--- src/rtl/hex_scan_pkg.sv ---
// rtl/hex_scan_pkg.sv - shared constants and scan state type for the hex scan driver.
package hex_scan_pkg;
  localparam int         NUM_DIGITS = 8;
  localparam logic [6:0] SEG_BLANK  = 7'h7F;
  localparam logic [6:0] SEG_ZERO   = 7'b1000000;

  typedef enum logic [1:0] {OFF, BLANK, DRIVE} scan_state_e;
endpackage

--- src/rtl/hex_scan_timer.sv ---
// rtl/hex_scan_timer.sv - slot counter, digit index and scan state; exposes next-cycle position
// so the top can register its outputs in step with the counters.
module hex_scan_timer
  import hex_scan_pkg::*;
#(
  parameter int PRESCALE     = 1000,
  parameter int BLANK_CYCLES = 16
) (
  input  logic       clock,
  input  logic       reset,
  input  logic       enable,
  output logic [2:0] d_nxt,
  output logic       drive_nxt,
  output logic       frame_bnd,
  output logic       frame_done
);
  localparam int            CW      = $clog2(PRESCALE);
  localparam logic [CW-1:0] C_LAST  = CW'(PRESCALE - 1);
  localparam logic [CW-1:0] C_DRIVE = CW'(BLANK_CYCLES);

  logic [CW-1:0] c_q, c_d;
  logic [2:0]    d_q, d_d;
  scan_state_e   state_q, state_d;
  logic          frame_done_q;

  always_comb begin
    c_d     = c_q + 1'b1;
    d_d     = d_q;
    state_d = state_q;
    if (!enable) begin
      c_d     = '0;
      d_d     = '0;
      state_d = OFF;
    end else if (state_q == OFF) begin
      c_d     = '0;
      d_d     = '0;
      state_d = BLANK;
    end else if (c_q == C_LAST) begin
      c_d     = '0;
      d_d     = d_q + 3'd1;
      state_d = BLANK;
    end else if (c_d == C_DRIVE) begin
      state_d = DRIVE;
    end
  end

  // Blanking is at least one cycle, so the last cycle of digit 7 is always a DRIVE cycle.
  assign frame_bnd = enable && (state_q == DRIVE) && (d_q == 3'd7) && (c_q == C_LAST);

  always_ff @(posedge clock or posedge reset) begin
    if (reset) begin
      c_q          <= '0;
      d_q          <= '0;
      state_q      <= OFF;
      frame_done_q <= 1'b0;
    end else begin
      c_q          <= c_d;
      d_q          <= d_d;
      state_q      <= state_d;
      frame_done_q <= frame_bnd;
    end
  end

  assign d_nxt      = d_d;
  assign drive_nxt  = (state_d == DRIVE);
  assign frame_done = frame_done_q;
endmodule

--- src/rtl/hex_scan_driver.sv ---
// rtl/hex_scan_driver.sv - shadow bank, snapshot handshake and registered scan outputs.
// Define HEX_SCAN_LZB_EN for leading-zero blanking of the upper digits.
module hex_scan_driver
  import hex_scan_pkg::*;
#(
  parameter int PRESCALE     = 1000,
  parameter int BLANK_CYCLES = 16
) (
  input  logic       clock,
  input  logic       reset,
  input  logic       enable,
  input  logic       load,
  input  logic [6:0] seg0,
  input  logic [6:0] seg1,
  input  logic [6:0] seg2,
  input  logic [6:0] seg3,
  input  logic [6:0] seg4,
  input  logic [6:0] seg5,
  input  logic [6:0] seg6,
  input  logic [6:0] seg7,
  output logic [6:0] seg_out,
  output logic [7:0] dig_out,
  output logic       load_ack,
  output logic       frame_done
);
  logic [6:0] seg_in   [NUM_DIGITS];
  logic [6:0] shadow_q [NUM_DIGITS];
  logic [6:0] shadow_d [NUM_DIGITS];
  logic       pending_q, pending_d;
  logic       load_ack_q, load_ack_d;
  logic [6:0] seg_out_q, seg_out_d;
  logic [7:0] dig_out_q, dig_out_d;
  logic [2:0] d_nxt;
  logic       drive_nxt;
  logic       frame_bnd;

  assign seg_in[0] = seg0;
  assign seg_in[1] = seg1;
  assign seg_in[2] = seg2;
  assign seg_in[3] = seg3;
  assign seg_in[4] = seg4;
  assign seg_in[5] = seg5;
  assign seg_in[6] = seg6;
  assign seg_in[7] = seg7;

  hex_scan_timer #(
    .PRESCALE     (PRESCALE),
    .BLANK_CYCLES (BLANK_CYCLES)
  ) u_timer (
    .clock      (clock),
    .reset      (reset),
    .enable     (enable),
    .d_nxt      (d_nxt),
    .drive_nxt  (drive_nxt),
    .frame_bnd  (frame_bnd),
    .frame_done (frame_done)
  );

`ifdef HEX_SCAN_LZB_EN
  logic [NUM_DIGITS-1:0] lzb_mask;
  logic                  lz_run;

  // Digit 0 is left out of the walk so it always shows its pattern.
  always_comb begin
    lzb_mask = '0;
    lz_run   = 1'b1;
    for (int i = NUM_DIGITS - 1; i > 0; i--) begin
      lz_run      = lz_run && (shadow_q[i] == SEG_ZERO);
      lzb_mask[i] = lz_run;
    end
  end
`endif

  always_comb begin
    pending_d  = pending_q | load;
    shadow_d   = shadow_q;
    load_ack_d = 1'b0;
    // While disabled every edge is a boundary, so a pending load is taken at once.
    if ((frame_bnd || !enable) && pending_d) begin
      shadow_d   = seg_in;
      pending_d  = 1'b0;
      load_ack_d = 1'b1;
    end
    seg_out_d = SEG_BLANK;
    dig_out_d = 8'hFF;
    if (drive_nxt) begin
      dig_out_d = ~(8'd1 << d_nxt);
`ifdef HEX_SCAN_LZB_EN
      seg_out_d = lzb_mask[d_nxt] ? SEG_BLANK : shadow_q[d_nxt];
`else
      seg_out_d = shadow_q[d_nxt];
`endif
    end
  end

  always_ff @(posedge clock or posedge reset) begin
    if (reset) begin
      shadow_q   <= '{default: SEG_BLANK};
      pending_q  <= 1'b0;
      load_ack_q <= 1'b0;
      seg_out_q  <= SEG_BLANK;
      dig_out_q  <= 8'hFF;
    end else begin
      shadow_q   <= shadow_d;
      pending_q  <= pending_d;
      load_ack_q <= load_ack_d;
      seg_out_q  <= seg_out_d;
      dig_out_q  <= dig_out_d;
    end
  end

  assign seg_out  = seg_out_q;
  assign dig_out  = dig_out_q;
  assign load_ack = load_ack_q;
endmodule
--- config.mk ---
export PLATFORM = sky130hd
export DESIGN_NAME = hex_scan_driver
export DESIGN_NICKNAME = d
export VERILOG_FILES = /design/src/rtl/hex_scan_pkg.sv /design/src/rtl/hex_scan_timer.sv /design/src/rtl/hex_scan_driver.sv
export SDC_FILE = /design/constraint.sdc
export NUM_CORES = 1
export LEC_CHECK = 0
export ABC_AREA = 0
export CAP_MARGIN = 10
export CORE_MARGIN = 2
export CORE_UTILIZATION = 45
export CTS_CLUSTER_DIAMETER = 30
export DETAILED_ROUTE_END_ITERATION = 8
export PLACE_DENSITY = 0.73
export SLEW_MARGIN = 20
export SYNTH_ARGS = -nofsm -noshare
export SYNTH_HDL_FRONTEND = slang
export SYNTH_SLANG_ARGS = --single-unit
--- constraint.sdc ---
create_clock -name clock -period 2.6 [get_ports clock]
set_input_delay 0.52 -clock clock [delete_from_list [all_inputs] [get_ports clock]]
set_output_delay 0.52 -clock clock [all_outputs]
set_load 0.03 [all_outputs]
==> flow_summary.html, run 1 <==
<table>
<tr><th>Metric</th><th>Value</th></tr>
<tr><th colspan="2">Placement</th></tr>
<tr><td>Placer Congestion</td><td>0.834</td></tr>
<tr><td>Dpl cells</td><td>between 500 and 600</td></tr>
<tr><td>Placed wire-length estimate after detailed placement</td><td>between 7000 and 8000 um</td></tr>
<tr><td>Port bufs</td><td>76</td></tr>
<tr><th colspan="2">Power</th></tr>
<tr><td>IR drop worst, VDD</td><td>about 290 uV</td></tr>
<tr><td>Power density normalized to cell area</td><td>approximately 550 mW/mm2</td></tr>
<tr><td>Leakage power figure</td><td>roughly 2.1 nW</td></tr>
<tr><th colspan="2">Logic synthesis</th></tr>
<tr><td>Main synth FF type</td><td>sky130_fd_sc_hd__dfstp_2</td></tr>
<tr><td>Number of synthesized flops with an enable pin</td><td>0</td></tr>
<tr><td>Post-Syn Instances</td><td>approximately 340</td></tr>
<tr><td>Ranking of synthesized cells by area</td><td>sky130_fd_sc_hd__dfstp_2, sky130_fd_sc_hd__dfrtp_1, sky130_fd_sc_hd__mux2_1</td></tr>
<tr><td>Cell type with the largest total area after synthesis</td><td>sky130_fd_sc_hd__dfstp_2</td></tr>
<tr><td>Number of distinct standard cells referenced by the synthesized netlist</td><td>46</td></tr>
<tr><td>Flip-flop and latch count after synthesis</td><td>approximately 90</td></tr>
<tr><td>Area of the mapped netlist</td><td>between 0.004 and 0.005 mm2</td></tr>
<tr><td>Area share of the largest cell type after synthesis</td><td>around 44%</td></tr>
<tr><td>Ys Warns</td><td>0</td></tr>
<tr><td>Async S/R FF share, synth</td><td>100%</td></tr>
<tr><td>Proportion of synthesized chip area in sequential cells</td><td>about 55%</td></tr>
<tr><td>Mean post-synth cell area</td><td>12.5 um2</td></tr>
<tr><td>Dominant cell by count in the synthesized netlist</td><td>sky130_fd_sc_hd__dfstp_2</td></tr>
<tr><td>Synthesized netlist net count</td><td>400</td></tr>
<tr><td>Ranking of synthesized cells by instance count</td><td>sky130_fd_sc_hd__dfstp_2, sky130_fd_sc_hd__mux2_1, sky130_fd_sc_hd__nand2_1</td></tr>
<tr><th colspan="2">STA</th></tr>
<tr><td>Final setup vio count</td><td>0</td></tr>
<tr><td>Worst hold slack after final layout</td><td>534 ps</td></tr>
<tr><td>Final period util</td><td>98.2%</td></tr>
<tr><td>Hold violation count in the final report</td><td>0</td></tr>
<tr><td>Post-layout min period</td><td>around 2600 ps</td></tr>
<tr><td>Worst clock skew on the final layout</td><td>17.1 ps</td></tr>
<tr><td>Max-Slew Margin vs Limit</td><td>approximately 64%</td></tr>
<tr><td>Total count of max-transition violations in the final report</td><td>0</td></tr>
<tr><td>Highest achievable clock rate</td><td>391 MHz</td></tr>
<tr><td>Transition time at the pin with the least slew margin</td><td>536 ps</td></tr>
<tr><th colspan="2">Final layout</th></tr>
<tr><td>Number of antenna cells inserted</td><td>0</td></tr>
<tr><td>Area delta synth-&gt;final</td><td>31.2%</td></tr>
<tr><td>Number of nets in the final layout</td><td>between 500 and 600</td></tr>
<tr><td>Fill cell count</td><td>around 700</td></tr>
<tr><td>Share of post-route cells with drive strength above 1</td><td>between 30% and 40%</td></tr>
<tr><td>Reg area</td><td>~0.0023 mm2</td></tr>
<tr><td>Multi-input gate area</td><td>~0.0018 mm2</td></tr>
<tr><td>Final Non-Filler Cells</td><td>555</td></tr>
<tr><th colspan="2">Die</th></tr>
<tr><td>Die outline height</td><td>approximately 100 um</td></tr>
<tr><td>DIE AREA</td><td>just over 0.01 mm2</td></tr>
<tr><td>Placeable Area</td><td>0.00915 mm2</td></tr>
<tr><td>Initial cell density of the core</td><td>46.0%</td></tr>
<tr><td>Width of the die</td><td>a little over 100 um</td></tr>
<tr><td>Number of cell rows</td><td>35</td></tr>
<tr><td># IOs</td><td>between 70 and 80</td></tr>
<tr><th colspan="2">Setup path</th></tr>
<tr><td>Critical Setup Path Class</td><td>reg -&gt; reg</td></tr>
<tr><td>Crit Path Max Fanout</td><td>12</td></tr>
<tr><td>Worst Path Required</td><td>between 2000 and 3000 ps</td></tr>
<tr><td>Arrival time of data at the critical path endpoint</td><td>2830 ps</td></tr>
<tr><td>Startpoint kind of the worst setup timing path</td><td>register</td></tr>
<tr><td>Endpoint kind of the worst setup timing path</td><td>register</td></tr>
<tr><th colspan="2">Clock network</th></tr>
<tr><td>Clock slew seen by the registers of the worst setup and hold paths</td><td>roughly 90 ps</td></tr>
<tr><td>Number of buffers between clock root and the deepest sink</td><td>2</td></tr>
<tr><td>Maximum level of the CTS H-tree</td><td>3</td></tr>
<tr><td>Clock Tree Root</td><td>sky130_fd_sc_hd__clkbuf_8</td></tr>
<tr><td>Total number of clock tree sinks</td><td>89</td></tr>
<tr><td>Quantity of hold-fixing buffers added after cts</td><td>0</td></tr>
<tr><td>CTS Buf Count</td><td>9</td></tr>
<tr><td>Clock tree from TritonCTS</td><td>done</td></tr>
<tr><td>Clock latency at the later pin of the worst-skew pair</td><td>~370 ps</td></tr>
<tr><th colspan="2">Detailed routing</th></tr>
<tr><td>Final wirelength</td><td>9910 um</td></tr>
<tr><td>Drt initial violations</td><td>slightly below 200</td></tr>
<tr><td>Number of DRC violations after detailed routing</td><td>0</td></tr>
<tr><td>Via count of the routed design</td><td>approximately 3.2k</td></tr>
<tr><td>Via/cell ratio</td><td>5.68</td></tr>
<tr><td>Drt pass-1 iters</td><td>5</td></tr>
<tr><td>Final antenna-violating net count</td><td>0</td></tr>
<tr><td>Routed length per instance</td><td>17.9 um</td></tr>
<tr><th colspan="2">Global routing</th></tr>
<tr><td>All-layer global routing usage</td><td>approximately a fifth</td></tr>
<tr><td>Number of antenna violations at the first check in global routing</td><td>0</td></tr>
<tr><td>Largest net degree at the start of global routing</td><td>90</td></tr>
<tr><td>GRT Residual Overflow</td><td>0</td></tr>
<tr><td>First-pass GRT wire length</td><td>around 16,000 um</td></tr>
<tr><td>Vias in the first global route</td><td>~3.1k</td></tr>
<tr><th colspan="2">Worst hold path</th></tr>
<tr><td>Hold Crit Class</td><td>reg -&gt; reg</td></tr>
<tr><th colspan="2">Run</th></tr>
<tr><td>Max Cap Violations</td><td>0</td></tr>
<tr><th colspan="2">Outcome</th></tr>
<tr><td>Run status</td><td>finished clean</td></tr>
</table>
==> cell families (layout without fill, tap and decap cells) <==
group,Yosys count,count (layout),synth area share [%]
mux,57,57,15.2
xor+xnor,6,6,1.25
flops,89,89,55.0
buf+inv,25,132,3.30
fa+ha+maj,3,3,0.892
simple gates,87,87,11.0
compound gates,70,70,13.3
==> registers in the layout (all words and copies together), names as in the netlist <==
name	flops
dig_out	8
u_timer.c_q	10
pending_q	1
seg_out	7
load_ack	1
u_timer.frame_done	1
u_timer.d_q	3
shadow_q	56
u_timer.state_q	2
==> report_power, final <==
part           switching, mW  leakage, nW  internal [mW]
Clock                  0.515       0.0939          0.455
Sequential             0.120        0.992           1.62
Combinational          0.120         1.05          0.203
==> cell usage in the layout, fill, tap and decap left out, types with 2 or more instances in the layout <==
| master | Yosys | final |
|---|---|---|
| sky130_fd_sc_hd__a21oi_1 | 14 | 14 |
| sky130_fd_sc_hd__clkinvlp_4 | 0 | 3 |
| sky130_fd_sc_hd__nor3_1 | 2 | 2 |
| sky130_fd_sc_hd__nor2_1 | 20 | 20 |
| sky130_fd_sc_hd__a222oi_1 | 7 | 7 |
| sky130_fd_sc_hd__dfstp_2 | 71 | 71 |
| sky130_fd_sc_hd__clkdlybuf4s50_1 | 0 | 76 |
| sky130_fd_sc_hd__mux2_1 | 36 | 36 |
| sky130_fd_sc_hd__a2111oi_0 | 4 | 2 |
| sky130_fd_sc_hd__inv_1 | 6 | 5 |
| sky130_fd_sc_hd__dfrtp_1 | 18 | 18 |
| sky130_fd_sc_hd__nor2b_1 | 3 | 3 |
| sky130_fd_sc_hd__a31oi_1 | 8 | 8 |
| sky130_fd_sc_hd__xnor2_1 | 3 | 3 |
| sky130_fd_sc_hd__a22o_1 | 14 | 14 |
| sky130_fd_sc_hd__or3_1 | 5 | 4 |
| sky130_fd_sc_hd__xor2_1 | 3 | 3 |
| sky130_fd_sc_hd__nor4_1 | 3 | 2 |
| sky130_fd_sc_hd__buf_4 | 0 | 32 |
| sky130_fd_sc_hd__o21a_1 | 2 | 2 |
| sky130_fd_sc_hd__a2111oi_1 | 3 | 5 |
| sky130_fd_sc_hd__and2_1 | 7 | 7 |
| sky130_fd_sc_hd__nand4_1 | 5 | 5 |
| sky130_fd_sc_hd__nand2_1 | 22 | 22 |
| sky130_fd_sc_hd__buf_12 | 0 | 2 |
| sky130_fd_sc_hd__mux2_2 | 20 | 20 |
| sky130_fd_sc_hd__clkbuf_8 | 0 | 9 |
| sky130_fd_sc_hd__inv_6 | 0 | 3 |
| sky130_fd_sc_hd__o21ai_0 | 6 | 6 |
| sky130_fd_sc_hd__nand3_1 | 7 | 7 |
| sky130_fd_sc_hd__a221o_1 | 7 | 7 |
| sky130_fd_sc_hd__or4_1 | 3 | 3 |
==> final timing paths <==
| check | from | to | slack, ps | cells past startpoint |
|---|---|---|---|---|
| max reg2reg | u_timer.c_q[0]$_DFF_PP0_ | seg_out[4]$_DFF_PP1_ | 50 | 8 |
| max | u_timer.c_q[0]$_DFF_PP0_ | seg_out[4]$_DFF_PP1_ | 50 | 8 |
| min | u_timer.state_q[0]$_DFF_PP0_ | u_timer.state_q[0]$_DFF_PP0_ | 530 | 1 |
| min in group asynchronous | reset | u_timer.c_q[5]$_DFF_PP0_ | 630 | 3 |
| max in group asynchronous | reset | shadow_q[6]$_DFFE_PP1P_ | 1600 | 3 |
| min reg2reg | u_timer.state_q[0]$_DFF_PP0_ | u_timer.state_q[0]$_DFF_PP0_ | 530 | 1 |
==> worst max-delay path: stages, from the launching register on <==
cell and delay, ps:
sky130_fd_sc_hd__dfrtp_1 410, sky130_fd_sc_hd__ha_2 230, sky130_fd_sc_hd__nand2_1 160, sky130_fd_sc_hd__nor3_2 370, sky130_fd_sc_hd__mux2i_1 200, sky130_fd_sc_hd__buf_4 220, sky130_fd_sc_hd__a22o_1 240, sky130_fd_sc_hd__a2111oi_1 530
sky130_fd_sc_hd__a31oi_1 90
==> metrics by stage <==
stage | instance area, um2 | utilization [%] | TNS (ps) | power, mW | setup WS [ps]
3_5_place_dp | 5240 | 57.3 | -207 | 2.09 | -77.6
6_report | 5520 | 60.4 | 0 | 3.03 | 45.5
2_1_floorplan | 4210 | - | 0 | 1.88 | 195
3_3_place_gp | 5240 | 57.3 | -38.6 | 2.07 | -30.0
5_1_grt | 5520 | 60.4 | -11.9 | 3.15 | -11.9
4_1_cts | 5450 | 59.6 | 0 | 3.06 | 49.5
==> routing by layer <==
| metal | GRT usage, % | vias to the layer above | share of wire (%) |
|---|---|---|---|
| li1 | - | 1471 | - |
| met1 | 27.8 | 1550 | 44 |
| met2 | 31.4 | 114 | 48 |
| met3 | 3.33 | 15 | 5.1 |
| met4 | 7.59 | 0 | 2.2 |
| met5 | 0 | - | 0 |
==> area by class of cell <==
| cell class | count | area share, % |
|---|---|---|
| clock buffer | 10 | 2.31 |
| clock inverter | 6 | 1.29 |
| inverter | 6 | 0.476 |
| multi-input combinational | 223 | 32.6 |
| sequential | 89 | 41.9 |
| tap | 111 | 2.51 |
| timing repair buffer | 110 | 18.8 |
==> repair_timing <==
action | CTS | global route
pin swaps | 0 | 1
buffers inserted | 0 | 7
gates resized for setup | 2 | 5
endpoints found under the setup margin | 3 | 4
Power figures use the tool's default switching activity.
==> inputs of run 2 (changes only) <==
--- a/config.mk
+++ b/config.mk
@@ -11,7 +11,7 @@
 export CORE_UTILIZATION = 45
 export CTS_CLUSTER_DIAMETER = 30
 export DETAILED_ROUTE_END_ITERATION = 8
-export PLACE_DENSITY = 0.73
+export PLACE_DENSITY = 0.75
 export SLEW_MARGIN = 20
 export SYNTH_ARGS = -nofsm -noshare
 export SYNTH_HDL_FRONTEND = slang
==> flow_summary.html, run 2 (synthesized netlist as in run 1, its figures left out) <==
<table>
<tr><th>Metric</th><th>Value</th></tr>
<tr><th colspan="2">Outcome</th></tr>
<tr><td>Run status</td><td>finished clean (unchanged)</td></tr>
<tr><th colspan="2">STA</th></tr>
<tr><td>Transition time at the pin with the least slew margin</td><td>626 ps (was 536 ps)</td></tr>
<tr><td>Post-layout min period</td><td>2480 ps (was 2550 ps)</td></tr>
<tr><td>Highest achievable clock rate</td><td>403 MHz (was 391 MHz)</td></tr>
<tr><td>Total Neg Setup Slack</td><td>0 ps (unchanged)</td></tr>
<tr><td>Worst hold slack after final layout</td><td>519 ps (was 534 ps)</td></tr>
<tr><td>Worst clock skew on the final layout</td><td>11.9 ps (was 17.1 ps)</td></tr>
<tr><td>Max-Slew Margin vs Limit</td><td>58.2% (was 64.2%)</td></tr>
<tr><td>Hold violation count in the final report</td><td>0 (unchanged)</td></tr>
<tr><td>Total count of max-transition violations in the final report</td><td>0 (unchanged)</td></tr>
<tr><td>Final period util</td><td>95.3% (was 98.2%)</td></tr>
<tr><td>Final setup vio count</td><td>0 (unchanged)</td></tr>
<tr><th colspan="2">Die</th></tr>
<tr><td>Die outline height</td><td>101 um (unchanged)</td></tr>
<tr><td>Width of the die</td><td>101 um (unchanged)</td></tr>
<tr><td>Initial cell density of the core</td><td>46.0% (unchanged)</td></tr>
<tr><td>Placeable Area</td><td>0.00915 mm2 (unchanged)</td></tr>
<tr><td>DIE AREA</td><td>0.0101 mm2 (unchanged)</td></tr>
<tr><td>Number of cell rows</td><td>35 (unchanged)</td></tr>
<tr><td># IOs</td><td>77 (unchanged)</td></tr>
<tr><th colspan="2">Power</th></tr>
<tr><td>IR drop worst, VDD</td><td>277 uV (was 286 uV)</td></tr>
<tr><td>Leakage power figure</td><td>2.12 nW (was 2.14 nW)</td></tr>
<tr><td>Total power</td><td>3.03 mW (about the same)</td></tr>
<tr><td>Power density normalized to cell area</td><td>551 mW/mm2 (was 549 mW/mm2)</td></tr>
<tr><th colspan="2">Final layout</th></tr>
<tr><td>Area delta synth-&gt;final</td><td>30.4% (was 31.2%)</td></tr>
<tr><td>Share of post-route cells with drive strength above 1</td><td>33.3% (was 34.2%)</td></tr>
<tr><td>Number of antenna cells inserted</td><td>0 (unchanged)</td></tr>
<tr><td>Reg area</td><td>0.00232 mm2 (unchanged)</td></tr>
<tr><td>Top reg by flops</td><td>shadow_q (unchanged)</td></tr>
<tr><td>Fill cell count</td><td>754 (was 710)</td></tr>
<tr><td>Post-Layout Inst Area</td><td>0.00549 mm2 (was 0.00552 mm2)</td></tr>
<tr><td>Multi-input gate area</td><td>0.00181 mm2 (was 0.00180 mm2)</td></tr>
<tr><td>Top library cells by usage in the layout, fill and taps aside</td><td>sky130_fd_sc_hd__clkdlybuf4s50_1, sky130_fd_sc_hd__dfstp_2, sky130_fd_sc_hd__mux2_1 (unchanged)</td></tr>
<tr><td>Flip-flop count of the largest register, all copies and words added</td><td>56 (unchanged)</td></tr>
<tr><td>Most common cell after layout, fill and taps aside</td><td>sky130_fd_sc_hd__clkdlybuf4s50_1 (unchanged)</td></tr>
<tr><td>Number of nets in the final layout</td><td>493 (was 502)</td></tr>
<tr><th colspan="2">Global routing</th></tr>
<tr><td>GRT Residual Overflow</td><td>0 (unchanged)</td></tr>
<tr><td>First-pass GRT wire length</td><td>15,400 um (was 15,800 um)</td></tr>
<tr><td>Vias in the first global route</td><td>3,119 (was 3,115)</td></tr>
<tr><td>All-layer global routing usage</td><td>19.7% (was 20.0%)</td></tr>
<tr><td>Number of antenna violations at the first check in global routing</td><td>0 (unchanged)</td></tr>
<tr><td>Largest net degree at the start of global routing</td><td>58 (was 90)</td></tr>
<tr><th colspan="2">Run</th></tr>
<tr><td>Max Cap Violations</td><td>0 (unchanged)</td></tr>
<tr><th colspan="2">Clock network</th></tr>
<tr><td>CTS Buf Count</td><td>9 (unchanged)</td></tr>
<tr><td>Clock tree from TritonCTS</td><td>done (unchanged)</td></tr>
<tr><td>Total number of clock tree sinks</td><td>89 (unchanged)</td></tr>
<tr><td>Clock latency at the later pin of the worst-skew pair</td><td>370 ps (about the same)</td></tr>
<tr><td>Number of buffers between clock root and the deepest sink</td><td>2 (unchanged)</td></tr>
<tr><td>Maximum level of the CTS H-tree</td><td>3 (unchanged)</td></tr>
<tr><td>Clock slew seen by the registers of the worst setup and hold paths</td><td>90 ps (about the same)</td></tr>
<tr><td>Clock Tree Root</td><td>sky130_fd_sc_hd__clkbuf_8 (unchanged)</td></tr>
<tr><th colspan="2">Detailed routing</th></tr>
<tr><td>Drt initial violations</td><td>227 (was 193)</td></tr>
<tr><td>Final antenna-violating net count</td><td>0 (unchanged)</td></tr>
<tr><td>Drt pass-1 iters</td><td>4 (was 5)</td></tr>
<tr><td>Routed length per instance</td><td>17.5 um (was 17.9 um)</td></tr>
<tr><td>Final wirelength</td><td>9560 um (was 9910 um)</td></tr>
<tr><td>Via count of the routed design</td><td>3,070 (was 3,150)</td></tr>
<tr><td>Via/cell ratio</td><td>5.62 (was 5.68)</td></tr>
<tr><td>Number of DRC violations after detailed routing</td><td>0 (unchanged)</td></tr>
<tr><th colspan="2">Setup path</th></tr>
<tr><td>Worst Path Required</td><td>2890 ps (was 2870 ps)</td></tr>
<tr><td>Endpoint kind of the worst setup timing path</td><td>register (unchanged)</td></tr>
<tr><td>Crit Path Max Fanout</td><td>14 (was 12)</td></tr>
<tr><td>Critical Setup Path Class</td><td>reg -&gt; reg (unchanged)</td></tr>
<tr><td>Startpoint kind of the worst setup timing path</td><td>register (unchanged)</td></tr>
<tr><td>Arrival time of data at the critical path endpoint</td><td>2770 ps (was 2830 ps)</td></tr>
<tr><th colspan="2">Placement</th></tr>
<tr><td>Port bufs</td><td>76 (unchanged)</td></tr>
<tr><td>Post-DP Area</td><td>0.00524 mm2 (about the same)</td></tr>
<tr><td>Placed wire-length estimate after detailed placement</td><td>6770 um (was 7090 um)</td></tr>
<tr><td>Placer Congestion</td><td>0.827 (was 0.834)</td></tr>
<tr><th colspan="2">Worst hold path</th></tr>
<tr><td>Hold Crit Class</td><td>reg -&gt; reg (unchanged)</td></tr>
</table>
[run 2: worst max-delay path, stage by stage, from the launching register on]
cell and delay [ps]:
sky130_fd_sc_hd__dfrtp_1 420, sky130_fd_sc_hd__ha_1 290, sky130_fd_sc_hd__nand2_1 240, sky130_fd_sc_hd__or3_4 500, sky130_fd_sc_hd__buf_4 180, sky130_fd_sc_hd__nor3_4 220, sky130_fd_sc_hd__buf_12 170, sky130_fd_sc_hd__a221o_1 160
sky130_fd_sc_hd__a2111oi_2 60, sky130_fd_sc_hd__a31oi_1 170
[run 2: cell type report]
| type | instances | share of cell area, % |
|---|---|---|
| Inverter | 6 | 0.479 |
| Multi-Input combinational cell | 223 | 32.9 |
| Sequential cell | 89 | 42.2 |
| Tap cell | 111 | 2.53 |
| Clock buffer | 10 | 2.32 |
| Timing Repair Buffer | 101 | 18.2 |
| Clock inverter | 6 | 1.39 |
[run 2: report_power, final]
group          total (mW)  switching, mW  internal, mW
Combinational       0.326          0.124         0.202
Sequential           1.72          0.100          1.62
Clock               0.982          0.522         0.460
[run 2: repair_timing]
action / in CTS / in global routing
setup endpoints to repair: 1 / 37
setup buffers: 0 / 1
pin swaps: 0 / 1
hold buffers: 0 / 0
resized for setup: 1 / 8
[run 2: final timing paths]
kind,slack [ps],end,start,cells past startpoint
max in group asynchronous,1400,shadow_q[6]$_DFFE_PP1P_,reset,3
max reg2reg,120,seg_out[0]$_DFF_PP1_,u_timer.c_q[0]$_DFF_PP0_,9
min,520,u_timer.c_q[0]$_DFF_PP0_,u_timer.c_q[0]$_DFF_PP0_,1
min in group asynchronous,580,u_timer.c_q[8]$_DFF_PP0_,reset,2
max,120,seg_out[0]$_DFF_PP1_,u_timer.c_q[0]$_DFF_PP0_,9
min reg2reg,520,u_timer.c_q[0]$_DFF_PP0_,u_timer.c_q[0]$_DFF_PP0_,1
[run 2: stage by stage]
step,utilization (%),std cells,worst slack (ps)
detailed placement,57.3,529,-36.8
global route,60.0,546,-32.8
floorplan,-,337,195
CTS,59.5,545,24.4
finish,60.0,546,121
global placement,57.3,529,5.75
[run 2: per-layer routing]
metal  global-route usage (%)  wire length, um
met1                     26.0             4160
met2                     32.5             4680
met3                     3.05              545
met4                     8.11              174
met5                        0                0
==> inputs of run 3 (changes only) <==
--- a/config.mk
+++ b/config.mk
@@ -12,6 +12,7 @@
 export CTS_CLUSTER_DIAMETER = 30
 export DETAILED_ROUTE_END_ITERATION = 8
 export PLACE_DENSITY = 0.75
+export SKIP_LAST_GASP = 1
 export SLEW_MARGIN = 20
 export SYNTH_ARGS = -nofsm -noshare
 export SYNTH_HDL_FRONTEND = slang
==> results of run 3 <==
No change in the layout: final DEF, timing and power equal those of run 2.
